File: config.mk
export PLATFORM = sky130hd
export DESIGN_NAME = chesslab_controle
export DESIGN_NICKNAME = d
export VERILOG_FILES = /design/src/rtl/chesslab_pkg.sv /design/src/rtl/cl_hold_timer.sv /design/src/rtl/chesslab_controle.sv
export SDC_FILE = /design/constraint.sdc
export NUM_CORES = 1
export LEC_CHECK = 0
export CORE_ASPECT_RATIO = 0.75
export CORE_UTILIZATION = 55
export CTS_CLUSTER_DIAMETER = 30
export DETAILED_ROUTE_END_ITERATION = 8
export MAX_ROUTING_LAYER = met4
export PLACE_DENSITY = 0.75
export RECOVER_POWER = 100
export SLEW_MARGIN = 5
export SYNTH_ARGS = -nofsm -noshare
export SYNTH_HDL_FRONTEND = slang
export SYNTH_HIERARCHICAL = 1
export SYNTH_SLANG_ARGS = --single-unit
File: constraint.sdc
create_clock -name clock -period 4.37 [get_ports clock]
set_input_delay 1.311 -clock clock [delete_from_list [all_inputs] [get_ports clock]]
set_output_delay 1.311 -clock clock [all_outputs]
set_load 0.01 [all_outputs]
File: src/rtl/chesslab_pkg.sv
// Shared definitions for the chess-lab game controller: state codes and default feedback hold time.
package chesslab_pkg;

    localparam int unsigned HOLD_CYCLES_DEFAULT = 25_000_000;

    typedef enum logic [3:0] {
        INICIAL  = 4'd0,
        PREPARA  = 4'd1,
        SORTEIA  = 4'd2,
        ESPERA   = 4'd3,
        REGISTRA = 4'd4,
        COMPARA  = 4'd5,
        ACERTO   = 4'd6,
        ERRO     = 4'd7,
        FIM      = 4'd8
    } estadoT;

endpackage

File: src/rtl/cl_hold_timer.sv
// Loadable down-counter that keeps a feedback flag busy for HOLD_CYCLES cycles after a load.
module cl_hold_timer #(
    parameter int unsigned HOLD_CYCLES = 4
) (
    input  logic clock,
    input  logic reset,
    input  logic load,
    input  logic clear,
    output logic busy
);

    localparam int W = $clog2(HOLD_CYCLES + 1);

    logic [W-1:0] countReg;

    // Clear wins over load; counting saturates at zero.
    always_ff @(posedge clock or posedge reset) begin
        if (reset) begin
            countReg <= '0;
        end else if (clear) begin
            countReg <= '0;
        end else if (load) begin
            countReg <= W'(HOLD_CYCLES);
        end else if (countReg != '0) begin
            countReg <= countReg - 1'b1;
        end
    end

    assign busy = (countReg != '0);

endmodule

File: src/rtl/chesslab_controle.sv
// Control FSM for the chess-lab target game: sequences datapath strobes and holds hit/miss feedback.
module chesslab_controle
    import chesslab_pkg::*;
#(
    parameter int unsigned HOLD_CYCLES = HOLD_CYCLES_DEFAULT
) (
    input  logic       clock,
    input  logic       reset,
    input  logic       iniciar,
    input  logic       temJogada,
    input  logic       acertou,
    input  logic       fimT,
    input  logic       terminar,
    output logic       zeraT,
    output logic       zeraR,
    output logic       zeraP,
    output logic       registraR,
    output logic       proximoAlvo,
    output logic       contaT,
    output logic       contaP,
    output logic       decresceT,
    output logic       fimJogo,
    output logic       mostraAcerto,
    output logic       mostraErro,
    output logic [3:0] db_estado
);

    estadoT stateReg, stateNext;
    logic   temJogadaReg;
    logic   jogadaEdge;
    logic [1:0] timerLoad, timerClear, timerBusy;

    always_ff @(posedge clock or posedge reset) begin
        if (reset) begin
            stateReg     <= INICIAL;
            temJogadaReg <= 1'b0;
        end else begin
            stateReg     <= stateNext;
            temJogadaReg <= temJogada;
        end
    end

    // A held sensor level produces exactly one move.
    assign jogadaEdge = temJogada & ~temJogadaReg;

    always_comb begin
        stateNext = INICIAL;
        case (stateReg)
            INICIAL:  stateNext = iniciar ? PREPARA : INICIAL;
            PREPARA:  stateNext = SORTEIA;
            SORTEIA:  stateNext = ESPERA;
            ESPERA: begin
                if (terminar || fimT) stateNext = FIM;
                else if (jogadaEdge)  stateNext = REGISTRA;
                else                  stateNext = ESPERA;
            end
            REGISTRA: stateNext = COMPARA;
            COMPARA:  stateNext = acertou ? ACERTO : ERRO;
            ACERTO:   stateNext = SORTEIA;
            ERRO:     stateNext = ESPERA;
            FIM:      stateNext = iniciar ? PREPARA : FIM;
            default:  stateNext = INICIAL;
        endcase
    end

    always_comb begin
        zeraT       = 1'b0;
        zeraR       = 1'b0;
        zeraP       = 1'b0;
        registraR   = 1'b0;
        proximoAlvo = 1'b0;
        contaT      = 1'b0;
        contaP      = 1'b0;
        decresceT   = 1'b0;
        fimJogo     = 1'b0;
        case (stateReg)
            PREPARA: begin
                zeraT = 1'b1;
                zeraR = 1'b1;
                zeraP = 1'b1;
            end
            SORTEIA:  proximoAlvo = 1'b1;
            ESPERA:   contaT      = 1'b1;
            REGISTRA: registraR   = 1'b1;
            ACERTO:   contaP      = 1'b1;
            ERRO:     decresceT   = 1'b1;
            FIM:      fimJogo     = 1'b1;
            default: ;
        endcase
    end

    // Index 0 is the hit flag, index 1 the miss flag; loading one clears the other.
    assign timerLoad  = {stateReg == ERRO, stateReg == ACERTO};
    assign timerClear = {2{stateReg == PREPARA}} | {timerLoad[0], timerLoad[1]};

    genvar gi;
    generate
        for (gi = 0; gi < 2; gi++) begin : gHold
            cl_hold_timer #(
                .HOLD_CYCLES(HOLD_CYCLES)
            ) uHold (
                .clock(clock),
                .reset(reset),
                .load (timerLoad[gi]),
                .clear(timerClear[gi]),
                .busy (timerBusy[gi])
            );
        end
    endgenerate

    assign mostraAcerto = timerBusy[0];
    assign mostraErro   = timerBusy[1];
    assign db_estado    = stateReg;

endmodule

==> results of run 1 <==
[layer usage]
layer  routed length, um  GRT usage (%)  up-vias
li1                    -              -     1355
met3                 534          4.000        4
met1                3875          41.05     1374
met5                   0              -        -
met2                2928          37.21      116
met4                  36          4.637        0
[worst min-delay path: cells and delay by family, from the launching register on]
family	cells	cell delay, ps
flops	1	370
simple gates	1	70
xor+xnor	1	80
[area by class of cell]
| type | count | area [um^2] | area share, % |
|---|---|---|---|
| repair buffers | 25 | 232.7 | 6.575 |
| clock buffers | 6 | 82.58 | 2.333 |
| well taps | 75 | 93.84 | 2.651 |
| multi-input cells | 261 | 1648 | 46.55 |
| inverters | 19 | 71.32 | 2.015 |
| clock inverters | 2 | 35.03 | 0.9898 |
| flip-flops and latches | 55 | 1376 | 38.88 |
[state kept, by name (all words and copies together) (netlist names)]
signal	cells
db_estado	4
gHold.uHold/countReg	50
temJogadaReg	1
[cell families (layout without fill, tap and decap cells)]
logic type,Yosys count,after routing
simple gates,161,161
compound gates,76,76
flops,55,55
buf+inv,35,52
fa+ha+maj,4,4
xor+xnor,16,16
mux,4,4
[report_power, final]
part / switching (mW) / leakage, nW / internal, mW
logic: 0.667 / 0.712 / 0.454
registers: 0.233 / 0.727 / 0.688
clock network: 0.159 / 0.0612 / 0.186
total: 1.06 / 1.50 / 1.33
[layout by cell type, fill, tap and decap left out, types with 2 or more instances in the layout]
cell             netlist  final
dlygate4sd3_1          0     16
a21oi_1               24     24
ha_1                   4      4
o31ai_1                4      4
clkbuf_1               6      2
xor2_1                14     14
nor3_1                14     14
or3b_2                 2      2
o211ai_1               2      2
nand2b_1               4      4
and3_1                 6      6
a311oi_1               2      2
mux2_2                 4      4
or4_1                 10     12
dfrtp_1               55     55
nor2_1                35     35
and2_1                 2      2
nand3b_1               3      3
nor4b_1                3      3
xnor2_1                2      2
nor2b_1                3      3
nand4bb_1              2      2
a311o_1                8      8
and4_1                 2      2
clkbuf_8               0      6
or3_1                 12     12
or2_2                  2      2
a31oi_1                4      4
a211oi_1               5      5
nand3_1                4      4
buf_4                  3      2
inv_1                 19     19
o311ai_0               2      2
nand4_1               13     13
clkdlybuf4s50_1        0      5
nand2_1               12     12
nor4_1                24     24
o21ai_0               22     22
nand4b_1               2      2
[path summary, 6_finish.rpt]
check                                      startpoint                     endpoint  slack [ps]  cells past startpoint
setup reg to reg                         db_estado[2]  gHold[1].uHold/countReg[23]        1630                      8
max in group asynchronous                       reset   gHold[0].uHold/countReg[9]        2060                      2
setup / recovery           gHold[1].uHold/countReg[6]                   mostraErro         270                      6
hold reg to reg            gHold[1].uHold/countReg[8]   gHold[1].uHold/countReg[8]         550                      2
hold / removal             gHold[1].uHold/countReg[8]   gHold[1].uHold/countReg[8]         550                      2
min in group asynchronous                       reset                 db_estado[3]        1410                      2
[stage by stage]
step / total power, mW / hold slack (ps) / instances
6_report: 2.385 / 554.9 / 443
5_1_grt: 2.578 / 612.7 / 443
4_1_cts: 2.400 / 561.9 / 443
3_5_place_dp: 2.044 / 535.3 / 435
3_3_place_gp: 2.023 / 533.5 / 435
2_1_floorplan: 1.761 / 510.5 / 351
==> flow_summary.ini, run 1 <==
[status]
status = finished clean

[floorplanning]
row_count = 23
core_um2 = 5468
start_util_pct = 58.33
ios = 22
die_area_um2 = 6110
die_h_um = 67.95
die_w_um = 89.93

[worst_setup_path]
critical_path_buf_inv_count = 3
crit_fanout = 9
critPathMaxStageDelay_ps = 660
cp.arrival_ps = 2790
critPathLaunchType = flip-flop
path_class = flip-flop to output pin
path_delay_family = simple AND/OR/NAND/NOR gates
worstPathRequired_ps = 3060
crit_chain = or4_1, or3_1, nor2_1, buf_4, inv_1, clkdlybuf4s50_1
crit_path_top_delay_cell = or4_1
cp-end-kind = output pin

[clocking]
hold_buffers = 0
cts.htree.levels = 2
cts.repair.resized = 0
postCtsSetupBuffers = 0
cts_buffers = 5
insertion_delay_ps = 300
ctsRootBufferMaster = clkbuf_8
path_clk_slew_ps = 90
cts_tree = built
clock_sinks = 55
clockBufferDepth = 2

[yosys]
async_reset_ff_share_pct = 100.0
synth_xor_area_share_pct = 4.394
synth_seq_area_share_pct = 43.15
synth_mux_area_share_pct = 1.412
synth_top_area_share_pct = 43.15
synthFlopType = dfrtp_1
synth_top_family_by_area = simple AND/OR/NAND/NOR gates
ys_types = 46
syn-instance-count = 351
synth_fa_ha_area_share_pct = 1.569
synth.cell_area_um2 = 3189
synth-simple-area-share_pct = 29.46
synthMostInstantiatedCell = dfrtp_1
yosys.area.top_type = dfrtp_1
yosysWarningCount = 6
synthTopCellsByArea = dfrtp_1, nor4_1, nor2_1
synth_commonest_cells = dfrtp_1, nor2_1, a21oi_1, nor4_1, o21ai_0
synth_compound_area_share_pct = 15.06
syn_avg_cell_area_um2 = 9.086
synth_seq_cells = 55
synth_nets = 362
synth_edf_count = 0

[route]
drtIter0Drc = 286
wirelength_um = 7374
viasPerCell = 6.431
routedWlPerCell_um = 16.65
drt_pass1_iterations = 5
vias = 2849
ant_nets = 0
drc = 0

[layout]
drive_gt1_share_pct = 5.163
areaGrowthSynthToFinish_pct = 10.98
nets = 378
insertedDiodeCount = 0
design_area_um2 = 3540
fillCellCount = 479
finish.utilization_pct = 64.74

[job]
cap_violations = 0

[power]
ir_worst_vdd_mv = 0.3883
p_leak_nw = 1.500
p_per_area_nw_per_um2 = 673.9

[sta]
tightest_slew_ps = 958.1
slew_violations = 0
hold_viol = 0
setup_viol = 0
period_minus_slack_ps = 4098
fin_crit_sh_pct = 93.77
finalWorstSetupSlack_ps = 272.2
max_clock_freq_mhz = 244.0
fin_tns_setup_ps = 0
rsz0062_at_grt = false
skew_ps = 8.614
slew_headroom_pct = 36.05

[hold_path]
hp-class = flip-flop to flip-flop

[placed_design]
gp_congestion = 0.9291
post-dp-hpwl_um = 5420
pre_cts_ws_ps = 612.3
io_buffers = 21
dpl_cell_area_um2 = 3437

[global_route]
grt_use_total_pct = 26.66
grt_pass1_vias = 2539
grt-ovfl-total = 0
antenna_found_initial = 0
grt_max_degree = 26
grt_pass1_wl_um = 12500
(Power assumes the default switching activity.)
==> inputs of run 2 (changes only) <==
- CTS_CLUSTER_SIZE: unset -> 40
- SETUP_SLACK_MARGIN: unset -> 0.05
==> results of run 2 <==
The final DEF is identical to that of run 1; final timing and power are the same.
==> inputs of run 3 (changes only) <==
--- a/config.mk
+++ b/config.mk
@@ -19,3 +19,2 @@
 export SYNTH_HDL_FRONTEND = slang
-export SYNTH_HIERARCHICAL = 1
 export SYNTH_SLANG_ARGS = --single-unit
--- a/constraint.sdc
+++ b/constraint.sdc
@@ -3,2 +3,2 @@
 set_output_delay 1.311 -clock clock [all_outputs]
-set_load 0.01 [all_outputs]
+set_load 0.005 [all_outputs]
==> run 3 against run 2 <==
The flow now finishes with violations (capacitance limit, slew limit); register-to-register slack worse by 350 ps; sequential power down 1%; utilization down 0.26 points; critical path depth down 1; cell count down 4.7%; clock power up 3%; synthesized area down 2.7%; die area down 2.7%; first-iteration DRC count down 37%; via count down 12%; critical path type unchanged; synthesized cell count down 7.1%.
==> flow_summary.ini, run 3 <==
[yosys]
yosys.area.top_type = dfrtp_1
ys_types = 50
synth.cell_area_um2 = 3102
synth_edf_count = 0
async_reset_ff_share_pct = 100.0
syn_avg_cell_area_um2 = 9.514
synthMostInstantiatedCell = dfrtp_1
yosysWarningCount = 0
synthTopCellsByArea = dfrtp_1, a21oi_1, xnor2_1
synth_seq_area_share_pct = 44.37
synthFlopType = dfrtp_1
synth_seq_cells = 55
synth_nets = 337
synth_top_area_share_pct = 44.37
synth_commonest_cells = dfrtp_1, a21oi_1, nor2_1
syn-instance-count = 326

[placed_design]
dp_cells = 414
post-dp-hpwl_um = 4565
dpl_cell_area_um2 = 3385
io_buffers = 21
gp_congestion = 0.8223

[sta]
period_minus_slack_ps = 4121
hold_viol = 0
whs_ps = 500.9
slew_violations = 36
tightest_slew_ps = 1923
rsz0062_at_grt = false
setup_viol = 0
max_clock_freq_mhz = 242.6
slew_headroom_pct = -28.19
fin_tns_setup_ps = 0
fin_crit_sh_pct = 94.31
skew_ps = 6.238

[route]
drt_pass1_iterations = 5
drtIter0Drc = 181
drc = 0
viasPerCell = 5.945
routedWlPerCell_um = 15.40
vias = 2509
wirelength_um = 6500
ant_nets = 0

[floorplanning]
die_h_um = 67.04
start_util_pct = 57.64
core_um2 = 5381
die_area_um2 = 5947
die_w_um = 88.72
ios = 22
row_count = 23

[clocking]
path_clk_slew_ps = 100
clockBufferDepth = 2
postCtsSetupBuffers = 0
cts.htree.levels = 2
cts.repair.resized = 0
hold_buffers = 0
cts_buffers = 5
ctsRootBufferMaster = clkbuf_8
clock_sinks = 55
cts_tree = built
insertion_delay_ps = 310

[power]
p_per_area_nw_per_um2 = 708.3
switchingPower_mw = 1.093
p_comb_share_pct = 48.5
ir_worst_vdd_mv = 0.2906
intPower_mw = 1.365
p_leak_nw = 1.476
pwr-share-seq_pct = 37.0
p_clk_share_pct = 14.4
netSwitchingFraction_pct = 44.46

[worst_setup_path]
critPathLaunchType = flip-flop
crit_fanout = 8
r2r_cells = 5
path_class = flip-flop to output pin
critPathCapture = mostraAcerto
cp-end-kind = output pin
cp.arrival_ps = 2810
r2r-start = gHold[1].uHold.countReg[20]
worstPathRequired_ps = 3060
reg2reg_to = gHold[1].uHold.countReg[1]
rrSetupSlack_ps = 1280
cp-startpoint = gHold[0].uHold.countReg[17]

[global_route]
grt-ovfl-total = 0
grt_max_degree = 25
grt_use_total_pct = 24.30
antenna_found_initial = 0
grt_pass1_wl_um = 10750
grt_pass1_vias = 2282

[layout]
final_cell_mix = dfrtp_1, a21oi_1, nor2_1
instances_no_fill = 422
areaGrowthSynthToFinish_pct = 11.86
fillCellCount = 451
nets = 357
layout_commonest_cell = dfrtp_1
largest_register = gHold.uHold.countReg
design_area_um2 = 3470
insertedDiodeCount = 0
drive_gt1_share_pct = 7.205
largest_reg_flops = 50

[status]
status = complete, but fails checks
violations = capacitance limit, slew limit

[job]
cap_violations = 2

[hold_path]
hp-class = flip-flop to flip-flop
worstHoldStart = gHold[1].uHold.countReg[23]
run 3: changes by cell type after synthesis, sizes merged, moves of 7 or more:
cell   before  now
nand2      12   23
nor2       35   28
inv        19   10
xnor2       2   17
a21oi      24   31
a311o       8    0
nor4       24   13
run 3: worst max-delay path, cell delays in order (launching register included):
cell           delay (ps)
dfrtp_1               430
nor4_1                610
nand4_1               510
nor2_8                310
inv_4                  60
dlygate4sd3_1         570
run 3: through the flow:
stage | worst slack (ps) | total power [mW] | utilization [%]
global route | 182.8 | 2.632 | 64.47
finish | 248.7 | 2.458 | 64.47
global placement | 780.8 | 2.094 | 62.89
floorplan | 1340 | 1.801 | -
CTS | 397.9 | 2.484 | 65.08
detailed placement | 750.8 | 2.119 | 62.89
run 3: layout make-up:
cell class / count / area [um^2] / share of cell area (%)
clock buffers: 6 / 82.58 / 2.380
clock inverters: 2 / 35.03 / 1.010
inverters: 10 / 40.04 / 1.154
multi-input cells: 249 / 1613 / 46.48
flip-flops and latches: 55 / 1376 / 39.67
well taps: 75 / 93.84 / 2.705
repair buffers: 25 / 229.0 / 6.599
run 3: power by group through the flow:
stage	sequential (mW)	combinational, mW	clock [mW]
2_1_floorplan	0.841	0.961	0
3_3_place_gp	0.907	1.19	0
3_5_place_dp	0.914	1.21	0
4_1_cts	0.907	1.21	0.364
5_1_grt	0.938	1.31	0.379
6_report	0.910	1.19	0.355
run 3: worst min-delay path by stage:
| stage | slack, ps | endpoint | cells after the start |
|---|---|---|---|
| after floorplan | 450 | gHold[1].uHold.countReg[23] | 1 |
| after global placement | 470 | gHold[1].uHold.countReg[23] | 1 |
| after detailed placement | 480 | gHold[1].uHold.countReg[23] | 1 |
| after CTS | 500 | gHold[1].uHold.countReg[23] | 1 |
| after global routing | 510 | gHold[1].uHold.countReg[23] | 1 |
| final | 500 | gHold[1].uHold.countReg[23] | 1 |
run 3: routing by layer:
layer,up-vias,track usage (%),wire [um]
li1,1235,-,-
met1,1195,36.73,3479
met2,72,33.27,2659
met3,7,4.461,292
met4,0,5.847,69
met5,-,-,0
run 3: kinds of logic after synthesis:
group	count (synthesis)	share of synthesized area [%]
DFF	55	44.37
buffers and inverters	22	3.066
muxes	3	1.049
and+or+nand+nor	140	26.83
adders and majority gates	4	1.614
AOI/OAI and AO/OA	71	14.32
xor gates and xnor gates	31	8.754
